==> src/rtl/core_pkg.sv <==
// core_pkg: types and constants shared by the fetch stage and its IF/ID register.
//   fetch_state_t    : fetch FSM states
//   fetch_pkt_t      : {instr, pc} pair carried through the skid and into IF/ID
//   NOP_INSTR        : addi x0,x0,0, inserted on bubbles and flushes
//   DEFAULT_RESET_PC : default PC after reset (word aligned)
package core_pkg;

    typedef enum logic [1:0] {
        IDLE = 2'd0,
        REQ  = 2'd1,
        WAIT = 2'd2,
        HOLD = 2'd3
    } fetch_state_t;

    typedef struct packed {
        logic [31:0] instr;
        logic [31:0] pc;
    } fetch_pkt_t;

    localparam logic [31:0] NOP_INSTR        = 32'h0000_0013;
    localparam logic [31:0] DEFAULT_RESET_PC = 32'h0000_0000;

endpackage

==> src/rtl/if_id_reg.sv <==
// if_id_reg: IF/ID pipeline register.
// Update priority: flush > stall (hold) > load > bubble.
//   clk_i, rst_ni : clock, async active-low reset
//   flush_i       : redirect; output becomes a NOP bubble even when stalled
//   stall_i       : decode cannot accept; hold all outputs
//   load_i, pkt_i : new instruction and its PC
//   instr_o, pc_o, pcplus4_o, valid_o : decode-side outputs
module if_id_reg
    import core_pkg::*;
(
    input  logic        clk_i,
    input  logic        rst_ni,
    input  logic        flush_i,
    input  logic        stall_i,
    input  logic        load_i,
    input  fetch_pkt_t  pkt_i,
    output logic [31:0] instr_o,
    output logic [31:0] pc_o,
    output logic [31:0] pcplus4_o,
    output logic        valid_o
);

    always_ff @(posedge clk_i or negedge rst_ni) begin
        if (!rst_ni) begin
            instr_o <= NOP_INSTR;
            pc_o    <= 32'h0;
            valid_o <= 1'b0;
        end else if (flush_i) begin
            instr_o <= NOP_INSTR;
            valid_o <= 1'b0;
        end else if (stall_i) begin
            // hold
        end else if (load_i) begin
            instr_o <= pkt_i.instr;
            pc_o    <= pkt_i.pc;
            valid_o <= 1'b1;
        end else begin
            // bubble keeps pc_o so decode still sees a coherent PC
            instr_o <= NOP_INSTR;
            valid_o <= 1'b0;
        end
    end

    // wraps mod 2^32 naturally
    assign pcplus4_o = pc_o + 32'd4;

endmodule

==> src/rtl/fetch_stage.sv <==
// fetch_stage: RISC-V instruction fetch with single-outstanding imem handshake,
// skid register for a response that arrives under stall, and kill flag for
// a response that was in flight when a redirect happened.
// Optional macro FETCH_MISALIGN_CHECK_EN: registers a one-cycle misalign_o
// pulse on a redirect whose target is not word aligned (otherwise tied 0).
//   clk_i, rst_ni          : clock, async active-low reset
//   stall_i                : decode stall from hazard unit
//   redirect_i, target_i   : taken branch/jump from execute
//   imem_req_o/addr_o      : request out (addr = current PC)
//   imem_gnt_i, imem_rvalid_i, imem_rdata_i : memory handshake in
//   instr_o, pc_o, pcplus4_o, valid_o : IF/ID outputs
//   misalign_o             : misaligned-redirect pulse
module fetch_stage
    import core_pkg::*;
#(
    parameter logic [31:0] RESET_PC = DEFAULT_RESET_PC
) (
    input  logic        clk_i,
    input  logic        rst_ni,
    input  logic        stall_i,
    input  logic        redirect_i,
    input  logic [31:0] target_i,
    output logic        imem_req_o,
    output logic [31:0] imem_addr_o,
    input  logic        imem_gnt_i,
    input  logic        imem_rvalid_i,
    input  logic [31:0] imem_rdata_i,
    output logic [31:0] instr_o,
    output logic [31:0] pc_o,
    output logic [31:0] pcplus4_o,
    output logic        valid_o,
    output logic        misalign_o
);

    fetch_state_t state_q, state_d;
    logic [31:0]  pc_q, pc_d;     // next address to request
    logic [31:0]  ipc_q, ipc_d;   // address of the request in flight
    logic         kill_q, kill_d;
    fetch_pkt_t   skid_q, skid_d;
    logic         ifid_load;
    fetch_pkt_t   ifid_pkt;
    logic [31:0]  tgt_aligned;
    logic         grant;

    assign tgt_aligned = {target_i[31:2], 2'b00};

    // In WAIT the next request goes out in the same cycle the response lands,
    // as long as that response will actually be consumed.
    assign imem_req_o  = !redirect_i &&
                         ((state_q == REQ) ||
                          (state_q == WAIT && imem_rvalid_i && !stall_i && !kill_q));
    assign imem_addr_o = pc_q;
    assign grant       = imem_req_o && imem_gnt_i;

    always_comb begin
        state_d   = state_q;
        pc_d      = pc_q;
        ipc_d     = ipc_q;
        kill_d    = kill_q;
        skid_d    = skid_q;
        ifid_load = 1'b0;
        ifid_pkt  = skid_q;

        // grant and redirect are exclusive because redirect masks the request
        if (grant) begin
            pc_d  = pc_q + 32'd4;
            ipc_d = pc_q;
        end
        if (redirect_i) pc_d = tgt_aligned;

        unique case (state_q)
            IDLE: state_d = REQ;
            REQ: begin
                if (grant) state_d = WAIT;
            end
            WAIT: begin
                if (imem_rvalid_i) begin
                    if (kill_q || redirect_i) begin
                        kill_d  = 1'b0;
                        state_d = REQ;
                    end else if (stall_i) begin
                        skid_d  = '{instr: imem_rdata_i, pc: ipc_q};
                        state_d = HOLD;
                    end else begin
                        ifid_load = 1'b1;
                        ifid_pkt  = '{instr: imem_rdata_i, pc: ipc_q};
                        state_d   = grant ? WAIT : REQ;
                    end
                end else if (redirect_i) begin
                    kill_d = 1'b1;
                end
            end
            HOLD: begin
                if (redirect_i) begin
                    state_d = REQ;
                end else if (!stall_i) begin
                    ifid_load = 1'b1;
                    state_d   = REQ;
                end
            end
            default: state_d = IDLE;
        endcase
    end

    always_ff @(posedge clk_i or negedge rst_ni) begin
        if (!rst_ni) begin
            state_q <= IDLE;
            pc_q    <= RESET_PC;
            ipc_q   <= RESET_PC;
            kill_q  <= 1'b0;
            skid_q  <= '0;
        end else begin
            state_q <= state_d;
            pc_q    <= pc_d;
            ipc_q   <= ipc_d;
            kill_q  <= kill_d;
            skid_q  <= skid_d;
        end
    end

    if_id_reg u_if_id (
        .clk_i     (clk_i),
        .rst_ni    (rst_ni),
        .flush_i   (redirect_i),
        .stall_i   (stall_i),
        .load_i    (ifid_load),
        .pkt_i     (ifid_pkt),
        .instr_o   (instr_o),
        .pc_o      (pc_o),
        .pcplus4_o (pcplus4_o),
        .valid_o   (valid_o)
    );

`ifdef FETCH_MISALIGN_CHECK_EN
    logic mis_q;
    always_ff @(posedge clk_i or negedge rst_ni) begin
        if (!rst_ni) mis_q <= 1'b0;
        else         mis_q <= redirect_i && (target_i[1:0] != 2'b00);
    end
    assign misalign_o = mis_q;
`else
    logic unused_tgt_lsb;
    assign unused_tgt_lsb = ^target_i[1:0];
    assign misalign_o     = 1'b0;
`endif

endmodule

==> config.mk <==
export PLATFORM = sky130hd
export DESIGN_NAME = fetch_stage
export DESIGN_NICKNAME = d
export VERILOG_FILES = /design/src/rtl/core_pkg.sv /design/src/rtl/if_id_reg.sv /design/src/rtl/fetch_stage.sv
export SDC_FILE = /design/constraint.sdc
export NUM_CORES = 1
export LEC_CHECK = 0
export BUFFER_PORTS_ARGS = -buffer_cell sky130_fd_sc_hd__buf_4
export CORE_ASPECT_RATIO = 2
export CORE_UTILIZATION = 50
export DETAILED_ROUTE_END_ITERATION = 16
export PLACE_DENSITY = 0.75
export SETUP_SLACK_MARGIN = 0.3
export SYNTH_ARGS = -nofsm -noshare
export SYNTH_HDL_FRONTEND = slang
export SYNTH_SLANG_ARGS = --single-unit
==> constraint.sdc <==
create_clock -name clk_i -period 3 [get_ports clk_i]
set_input_delay 0.3 -clock clk_i [delete_from_list [all_inputs] [get_ports clk_i]]
set_output_delay 0.3 -clock clk_i [all_outputs]
set_load 0.01 [all_outputs]
==> results of run 1 <==
[flip-flops by register name, indices dropped and copies added (netlist names)]
name / count
u_if_id.valid_o: 1
u_if_id.pc_o: 30
u_if_id.instr_o: 32
skid_q: 62
state_q: 2
ipc_q: 30
kill_q: 1
imem_addr_o: 30
[metal layers]
| layer | wire length [µm] | vias up | global-route usage, % |
|---|---|---|---|
| li1 | - | 3334 | - |
| met1 | 8030 | 3361 | 27.1 |
| met2 | 11700 | 182 | 43.0 |
| met3 | 659 | 28 | 2.75 |
| met4 | 477 | 0 | 9.59 |
| met5 | 0 | - | 0 |
[cell families (layout without fill, tap and decap cells)]
logic type | Yosys count | count (layout) | share of synthesized area (%)
other | 1 | 7 | 0.0422
AO/OA/AOI/OAI | 128 | 128 | 8.68
flip-flops | 188 | 188 | 53.0
multiplexers | 122 | 122 | 14.6
adder cells (fa/ha/maj) | 5 | 5 | 0.705
buffers and inverters | 72 | 254 | 3.37
XOR/XNOR | 42 | 42 | 4.14
AND/OR/NAND/NOR | 300 | 300 | 15.4
[critical path, cell delays in order, from the launching register on]
cell and delay (ps):
dfrtp_1 450, ha_1 240, nand2_1 160, or4_1 640, or4_4 570, or3_1 320, o211ai_1 100
[area by class of cell]
class	count	area, µm²	area share, %
sequential	188	4710	41.7
multi-input combinational	604	3970	35.2
timing repair buffer	209	1650	14.6
clock buffer	18	429	3.80
tap	210	263	2.33
clock inverter	13	211	1.87
inverter	14	52.6	0.465
[cells in the mapped netlist, types with 2 or more instances]
cell type	n
and4_1	6
nor3_1	4
a22o_1	2
mux2i_1	61
dfrtp_1	185
and3_1	8
a22oi_1	2
a222oi_1	2
xnor2_1	31
inv_1	14
buf_2	2
buf_1	9
nand2b_1	3
nand3_1	23
o21ai_0	82
xor2_1	11
a31oi_1	3
nand4_1	14
a221o_1	4
buf_4	7
or4_1	3
nor2_1	23
or3_1	5
ha_1	5
nand2_1	187
o211ai_1	5
o22a_1	3
mux2_2	61
nor2b_1	3
o311ai_0	7
o22ai_1	2
nor4_1	9
and2_1	6
clkbuf_1	40
a21oi_1	7
dfstp_2	3
[power by group through the flow]
stage          Combinational (mW)  Sequential (mW)  Clock, mW
2_1_floorplan                1.21             3.79          0
3_5_place_dp                 2.19             3.90          0
5_1_grt                      2.43             3.96       2.61
6_report                     2.17             3.87       2.45
3_3_place_gp                 2.12             3.85          0
4_1_cts                      2.21             3.87       2.50
[stage by stage]
step	util, %	power, mW	hold slack, ps	worst slack (ps)
finish	65.0	8.49	86.1	447
CTS	65.0	8.58	65.8	340
detailed placement	61.2	6.09	408	464
global route	65.0	9.00	70.5	312
floorplan	-	5.00	4.41	558
global placement	61.2	5.98	407	512
[final timing paths]
check	start	end	slack, ps	cells after the start
worst min register to register	u_if_id.instr_o[23]	u_if_id.instr_o[23]	480	2
worst min-delay path	target_i[5]	imem_addr_o[5]	90	3
worst max register to register	imem_addr_o[2]	imem_addr_o[26]	450	6
worst max-delay path	imem_addr_o[2]	imem_addr_o[26]	450	6
max in group asynchronous	rst_ni	skid_q[6]	1670	3
min in group asynchronous	rst_ni	skid_q[60]	480	2
[repair_timing]
action | 4_1_cts | 5_1_grt
endpoints found under the hold margin | 82 | 0
endpoints found under the setup margin | 3 | 8
gates resized for setup | 1 | 3
hold buffers | 1 | 0
buffers inserted | 0 | 0
==> out/results.tsv, run 1 <==
stage	metric	value	unit
outcome	outcome	finished, final reports clean	
flow_run	maxCapViolations	0	
synth	yosys.area.top_type_share	52.1	%
drt	vias	6905	
finish	antenna_cells	0	
finish	nets	1109	
power_and_ir_drop	leakagePower	5.81	nW
finish	fin_cells	1256	
timing	worst_slew_pin_slew	826	ps
power_and_ir_drop	switching_power	2.63	mW
die	row_count	68	
timing	slew_headroom	44.9	%
global_routing	grt_pass1_vias	6701	
placement	portBuffers	191	
synth	yosysUniqueCellTypes	52	
global_routing	antenna_found_initial	0	
power_and_ir_drop	p_int	5.86	mW
placement	placed_area	10600	µm²
worst_setup_path	required	3340	ps
power_and_ir_drop	peakVddDrop	0.349	mV
finish	nFillCells	1429	
drt	drtPass1Iterations	4	
die	die_w	96.2	µm
timing	slew_viol_final	0	
die	start_util	51.1	%
drt	route.detailed.drc	0	
global_routing	grt_max_degree	94	
worst_setup_path	start_kind	flop	
clock_network	cts_buffers	17	
finish	area_growth	27.2	%
die	pin_count	201	
finish	final_area	11300	µm²
synth	ys.flop_type	dfrtp_1	
worst_setup_path	worst_setup_path_end_kind	flop	
timing	finalCritPeriodShare	85.1	%
power_and_ir_drop	swShare	31.0	%
power_and_ir_drop	p_seq_share	45.6	%
drt	ant_nets	0	
power_and_ir_drop	power.density	752	nW/µm²
timing	rsz0062_at_grt	false	
power_and_ir_drop	clock_power_share	28.8	%
timing	finalHoldViolCount	0	
clock_network	cts_max_level	4	
die	design.core.area	17400	µm²
timing	final.min_clock_period	2550	ps
timing	max_freq	392	MHz
clock_network	root_buffer	clkbuf_16	
synth	netlist_instances	858	
finish	layout_commonest_cell	buf_4	
worst_hold_path	hold_class	input port to flop	
synth	synth_edf_count	0	
placement	post-place-cells	1224	
clock_network	path_clk_slew	70	ps
drt	wl_per_cell	16.6	µm
global_routing	grt_pass1_wl	33300	µm
synth	syn_avg_cell_area	10.3	µm²
global_routing	grt_overflow	0	
die	dieHeight	190	µm
timing	fin_tns_setup	0	ps
placement	place.gp.congestion	0.860	
synth	syn_area	8880	µm²
drt	vias_per_cell	5.50	
clock_network	cts_sinks	188	
synth	synth_top_cell_by_area	dfrtp_1	
worst_setup_path	path_class	flop to flop	
global_routing	grt.total_usage	23.6	%
timing	clock_skew	8.00	ps
synth	yosys_warnings	0	
synth	ys_ff_latch	188	
drt	wl	20800	µm
timing	setup_viol	0	
die	die_area	18300	µm²
worst_setup_path	cp_data_arrival_time	2890	ps
synth	yosysSeqAreaShare	53.0	%
clock_network	cts_tree	built	
placement	dp_hpwl	14500	µm
finish	drive_gt1_share	30.1	%
clock_network	insertion_delay	420	ps
power_and_ir_drop	comb_power_share	25.6	%
synth	synthArstFlopShare	100	%
worst_setup_path	path_max_fanout	6	
synth	synthTopCellsByArea	dfrtp_1 (52%), nand2_1 (7.9%), mux2_2 (7.7%)	
clock_network	clk_path_buf_depth	2	
drt	drt-initial-drc-count	297	
finish	mostFrequentLayoutCells	buf_4 (201), nand2_1 (186), dfrtp_1 (185)	
Note: power is estimated with default switching activity, not from simulation.
==> inputs of run 2 (changes only) <==
--- a/config.mk
+++ b/config.mk
@@ -6,7 +6,7 @@
 export NUM_CORES = 1
 export LEC_CHECK = 0
 export BUFFER_PORTS_ARGS = -buffer_cell sky130_fd_sc_hd__buf_4
-export CORE_ASPECT_RATIO = 2
+export CORE_ASPECT_RATIO = 1.75
 export CORE_UTILIZATION = 50
 export DETAILED_ROUTE_END_ITERATION = 16
 export PLACE_DENSITY = 0.75
==> out/results.tsv, run 2 (same netlist as run 1, synthesis figures left out) <==
stage	metric	value	unit	change
outcome	outcome	finished, final reports clean		
global_routing	grt.total_usage	23.0	%	-0.59 points
die	dieHeight	178	µm	-6.4%
global_routing	grt_pass1_wl	32400	µm	-2.4%
finish	antenna_cells	0		unchanged
worst_hold_path	hold_class	input port to flop		
worst_hold_path	hold_depth	3		unchanged
timing	fin_tns_setup	0	ps	unchanged
power_and_ir_drop	leakagePower	5.77	nW	-0.82%
worst_setup_path	path_max_fanout	7		+1
placement	portBuffers	191		unchanged
die	die_w	103	µm	+6.8%
worst_setup_path	path_buf_inv	1		+1
clock_network	cts_tree	built		
clock_network	clk_path_buf_depth	2		unchanged
timing	slew_viol_final	0		unchanged
drt	drt-initial-drc-count	225		-24%
drt	drtPass1Iterations	5		+1
worst_setup_path	worstSetupPathDepth	6		unchanged
finish	layout_commonest_cell	buf_4		
die	pin_count	201		unchanged
clock_network	insertion_delay	430	ps	about the same
drt	ant_nets	0		unchanged
timing	finalHoldViolCount	0		unchanged
timing	final.min_clock_period	2630	ps	+80.7 ps
clock_network	path_clk_slew	70	ps	about the same
global_routing	grt_max_degree	94		unchanged
drt	wl_per_cell	15.9	µm	-3.9%
finish	nets	1107		-0.18%
timing	setup_slack	366	ps	-80.7 ps
power_and_ir_drop	power.density	733	nW/µm²	-2.6%
worst_setup_path	required	2700	ps	-640 ps
drt	wl	20300	µm	-2.3%
timing	setup_viol	0		unchanged
clock_network	cts_buffers	17		unchanged
worst_setup_path	cp_slowest_stage_delay	490	ps	-150 ps
power_and_ir_drop	peakVddDrop	0.314	mV	-10%
finish	largest_reg_flops	62		unchanged
timing	slew_headroom	45.8	%	+0.88 points
placement	place_ws	384	ps	-80.4 ps
finish	area_growth	26.4	%	
finish	regMostFlops	skid_q		
placement	placed_area	10600	µm²	about the same
clock_network	cts_sinks	188		unchanged
worst_setup_path	cp_data_arrival_time	2330	ps	-560 ps
die	die_area	18300	µm²	about the same
worst_setup_path	start_kind	flop		
global_routing	grt_overflow	0		unchanged
clock_network	root_buffer	clkbuf_16		
worst_setup_path	worst_setup_path_end_kind	primary output		
worst_setup_path	path_class	flop to primary output		
worst_setup_path	ff2ff_setup_slack	470	ps	+20 ps
finish	reg.largest.list	skid_q: 62 flops, u_if_id.instr_o: 32 flops		
finish	drive_gt1_share	30.0	%	-0.067 points
timing	finalCritPeriodShare	87.8	%	+2.7 points
timing	worst_slew_pin_slew	813	ps	-13.1 ps
finish	final_area	11200	µm²	-0.61%
worst_setup_path	path_cells	nand3_1 > nor3_1 > and2_1 > nand4_1 > xnor2_1 > buf_4		
timing	clock_skew	12.9	ps	+4.90 ps
worst_setup_path	critPathSlowestCell	dfrtp_1		
timing	rsz0062_at_grt	false		
worst_setup_path	path_delay_family	simple AND/OR/NAND/NOR gates		
timing	max_freq	380	MHz	-3.1%
die	start_util	50.9	%	-0.29 points
global_routing	grt_pass1_vias	6514		-2.8%
flow_run	maxCapViolations	0		unchanged
placement	place.gp.congestion	0.881		+2.5%
drt	vias_per_cell	5.38		-2.2%
worst_setup_path	r2r_cells	6		unchanged
die	row_count	64		-5.9%
clock_network	cts_max_level	4		unchanged
finish	nFillCells	1463		+2.4%
placement	dp_hpwl	14000	µm	-3.1%
drt	vias	6863		-0.61%
global_routing	antenna_found_initial	0		unchanged
die	design.core.area	17500	µm²	+0.58%
drt	route.detailed.drc	0		unchanged
finish	mostFrequentLayoutCells	buf_4 (200), nand2_1 (186), dfrtp_1 (185)		
[run 2: changes by cell type in the layout (fill, tap and decap cells not counted), sizes merged]
cell	delta
buf	-2
bufinv	-4
clkbuf	+1
clkinv	+2
clkinvlp	+1
inv	+1
[run 2: cell type report]
cell class,count,area (µm²),area share (%)
clock buffers,19,443,3.95
clock inverters,13,131,1.17
inverters,14,52.6,0.468
multi-input cells,604,3970,35.4
flip-flops and latches,188,4710,42.0
well taps,231,289,2.58
repair buffers,207,1630,14.5
[run 2: final timing paths]
kind	startpoint	to
hold reg to reg	u_if_id.instr_o[7]	u_if_id.instr_o[7]
max in group asynchronous	rst_ni	u_if_id.instr_o[0]
setup / recovery	u_if_id.pc_o[14]	pcplus4_o[27]
hold / removal	target_i[14]	imem_addr_o[14]
setup reg to reg	imem_addr_o[2]	imem_addr_o[26]
min in group asynchronous	rst_ni	u_if_id.instr_o[26]
[run 2: tightest hold or removal path, cell delays in order]
cell and delay, ps:
buf_4 70, nand2_1 40, o21ai_0 50
[run 2: routing by layer]
layer | share of wire (%) | global-route usage, % | vias up
li1 | - | - | 3336
met5 | 0 | 0 | -
met1 | 42 | 28.5 | 3315
met3 | 3.9 | 3.02 | 29
met2 | 52 | 39.8 | 183
met4 | 2.3 | 9.29 | 0
[run 2: power breakdown]
part	switching, mW	internal [mW]	total [mW]
combinational	1.03	1.14	2.18
clock	1.01	1.19	2.20
sequential	0.628	3.22	3.85
[run 2: stage by stage]
step / utilization [%] / total power [mW] / hold WS, ps / cells
floorplan: - / 5.00 / 4.41 / 864
global placement: 60.8 / 5.96 / 386 / 1243
detailed placement: 60.8 / 6.08 / 394 / 1243
CTS: 64.2 / 8.29 / 56.5 / 1276
global route: 64.3 / 8.73 / 79.8 / 1276
finish: 64.3 / 8.22 / 72.1 / 1276
[run 2: timing repair]
item / in CTS / in global routing
hold endpoints to repair: 84 / 0
resized for setup: 1 / 3
hold buffers: 1 / 0
setup buffers: 0 / 0
pin swaps: 0 / 0
setup endpoints to repair: 2 / 10
==> inputs of run 3 (changes only) <==
--- a/config.mk
+++ b/config.mk
@@ -5,11 +5,13 @@
 export SDC_FILE = /design/constraint.sdc
 export NUM_CORES = 1
 export LEC_CHECK = 0
+export ABC_CLOCK_PERIOD_IN_PS = 3000
 export BUFFER_PORTS_ARGS = -buffer_cell sky130_fd_sc_hd__buf_4
 export CORE_ASPECT_RATIO = 1.75
 export CORE_UTILIZATION = 50
 export DETAILED_ROUTE_END_ITERATION = 16
 export PLACE_DENSITY = 0.75
+export REMOVE_ABC_BUFFERS = 1
 export SETUP_SLACK_MARGIN = 0.3
 export SYNTH_ARGS = -nofsm -noshare
 export SYNTH_HDL_FRONTEND = slang
==> constraint.sdc (replaced) <==
create_clock -name clk_i -period 3 [get_ports clk_i]
set_input_delay 0.6 -clock clk_i [delete_from_list [all_inputs] [get_ports clk_i]]
set_output_delay 0.6 -clock clk_i [all_outputs]
set_load 0.01 [all_outputs]
==> out/results.tsv, run 3 (same netlist as run 1, synthesis figures left out) <==
stage	metric	value	unit	change
drt	ant_nets	0		unchanged
finish	drive_gt1_share	33.9	%	+3.8 points
finish	largest_reg_flops	62		unchanged
clock_network	cts_max_level	4		unchanged
power_and_ir_drop	comb_power_share	27.7	%	+1.2 points
placement	post-place-cells	1249		+0.48%
outcome	outcome	finished, final reports clean		
worst_setup_path	cp_slowest_stage_delay	410	ps	-80 ps
drt	vias	6999		+2.0%
finish	nets	1127		+1.8%
finish	regMostFlops	skid_q		
timing	rsz0062_at_grt	true		
worst_setup_path	regToRegEndpoint	imem_addr_o[26]		
global_routing	grt_max_degree	68		-28%
clock_network	cts_tree	built		
global_routing	grt_pass1_vias	6636		+1.9%
finish	mostFrequentLayoutCells	buf_4 (221), nand2_1 (186), dfrtp_1 (167)		
worst_setup_path	path_class	flop to primary output		
worst_setup_path	critPathSlowestCell	dfrtp_2		
global_routing	antenna_found_initial	0		unchanged
global_routing	grt.total_usage	23.8	%	+0.79 points
power_and_ir_drop	peakVddDrop	0.389	mV	+24%
die	dieHeight	178	µm	unchanged
timing	slew_viol_final	0		unchanged
drt	wl_per_cell	16.3	µm	+2.1%
finish	reg.largest.list	skid_q: 62 flops, u_if_id.instr_o: 32 flops		
worst_setup_path	ff2ff_setup_slack	460	ps	about the same
placement	place.gp.congestion	0.865		-1.8%
drt	vias_per_cell	5.40		+0.41%
worst_setup_path	path_max_fanout	5		-2
worst_setup_path	cp_data_arrival_time	2010	ps	-320 ps
finish	antenna_cells	0		unchanged
clock_network	cts_buffers	17		unchanged
worst_setup_path	required	2400	ps	-300 ps
clock_network	insertion_delay	420	ps	about the same
timing	slew_headroom	62.9	%	+17 points
die	start_util	50.9	%	unchanged
power_and_ir_drop	swShare	32.8	%	+0.32 points
power_and_ir_drop	p_int	5.54	mW	-0.23%
flow_run	maxCapViolations	0		unchanged
global_routing	grt_pass1_wl	33500	µm	+3.1%
die	die_w	103	µm	unchanged
timing	finalCritPeriodShare	87.0	%	-0.75 points
placement	portBuffers	191		unchanged
worst_hold_path	hold_class	input port to async pin		
die	design.core.area	17500	µm²	unchanged
clock_network	cts_sinks	188		unchanged
finish	area_growth	28.4	%	
die	row_count	64		unchanged
clock_network	path_clk_slew	70	ps	about the same
die	die_area	18300	µm²	unchanged
timing	clock_skew	13.6	ps	+0.707 ps
drt	wl	21100	µm	+3.7%
timing	final.min_clock_period	2610	ps	-22.5 ps
placement	place_ws	383	ps	-1.30 ps
clock_network	clk_path_buf_depth	2		unchanged
power_and_ir_drop	power.density	723	nW/µm²	-1.3%
timing	fin_tns_setup	0	ps	unchanged
die	pin_count	201		unchanged
timing	setup_slack	389	ps	+22.5 ps
clock_network	root_buffer	clkbuf_16		
drt	drtPass1Iterations	5		unchanged
finish	fin_cells	1296		+1.6%
finish	layout_commonest_cell	buf_4		
clock_network	cts-hold-fix-buffers	0		-1
worst_setup_path	path_cells	and3_4 > and4_4 > and3_4 > and3_1 > xor2_1 > buf_4		
timing	worst_slew_pin_slew	556	ps	-257 ps
global_routing	grt_overflow	0		unchanged
power_and_ir_drop	p_seq_share	46.5	%	-0.3 points
placement	dp_hpwl	14400	µm	+2.9%
worst_setup_path	timing.rr.start	imem_addr_o[2]		
worst_setup_path	crit_top_cell	and3_4		
power_and_ir_drop	clock_power_share	25.8	%	-0.9 points
placement	placed_area	10700	µm²	+0.31%
timing	setup_viol	0		unchanged
power_and_ir_drop	leakagePower	5.82	nW	+0.94%
power_and_ir_drop	switching_power	2.70	mW	+1.2%
timing	finalHoldViolCount	0		unchanged
drt	drt-initial-drc-count	279		+24%
drt	route.detailed.drc	0		unchanged
worst_setup_path	start_kind	flop		
worst_setup_path	worst_setup_path_end_kind	primary output		
timing	max_freq	383	MHz	+0.86%
finish	final_area	11400	µm²	+1.6%
worst_setup_path	r2r_cells	6		unchanged
run 3: area by class of cell:
cell class / count / area (µm²)
clock inverter: 14 / 128
fill: 1474 / 6060
inverter: 14 / 52.6
multi-input combinational: 605 / 4010
timing repair buffer: 226 / 1750
clock buffer: 18 / 429
sequential: 188 / 4730
tap: 231 / 289
run 3: worst max-delay path, delay by kind of cell (launching register included):
kind                      cells  cell delay (ps)
xor gates and xnor gates      1              140
buffers and inverters         1              130
DFF                           1              410
and+or+nand+nor               4              910
run 3: power by group through the flow:
| stage | logic (mW) | registers [mW] | clock network (mW) |
|---|---|---|---|
| floorplan | 1.17 | 3.80 | 0 |
| global placement | 2.13 | 3.85 | 0 |
| detailed placement | 2.20 | 3.88 | 0 |
| CTS | 2.21 | 3.84 | 2.19 |
| global route | 2.55 | 3.93 | 2.28 |
| finish | 2.28 | 3.84 | 2.12 |
run 3: per-layer routing:
| metal | vias up | global-route usage (%) | routed length (µm) |
|---|---|---|---|
| met5 | - | 0 | 0 |
| met4 | 0 | 8.69 | 505 |
| li1 | 3366 | - | - |
| met3 | 30 | 3.72 | 735 |
| met2 | 208 | 42.3 | 11200 |
| met1 | 3395 | 28.5 | 8600 |
run 3: worst max path at each step:
stage / start / to / slack (ps) / cells after the start
floorplan: state_q[0] / u_if_id.instr_o[10] / -2570 / 5
global placement: imem_addr_o[2] / imem_addr_o[26] / 400 / 6
detailed placement: imem_addr_o[2] / imem_addr_o[26] / 380 / 6
CTS: u_if_id.pc_o[2] / pcplus4_o[16] / 290 / 6
global route: u_if_id.pc_o[5] / pcplus4_o[16] / 250 / 6
finish: u_if_id.pc_o[5] / pcplus4_o[16] / 390 / 6
run 3: what timing repair did:
| action | in CTS | in global routing |
|---|---|---|
| setup endpoints to repair | 15 | 15 |
| pin swaps | 1 | 3 |
| setup buffers | 1 | 13 |
| gates cloned | 1 | 0 |
| resized for setup | 19 | 16 |
run 3: through the flow:
step | utilization (%) | total power, mW | hold slack (ps)
2_1_floorplan | - | 4.97 | 304
3_5_place_dp | 61.0 | 6.08 | 472
5_1_grt | 65.3 | 8.76 | 189
3_3_place_gp | 61.0 | 5.98 | 462
4_1_cts | 64.5 | 8.24 | 174
6_report | 65.3 | 8.24 | 146
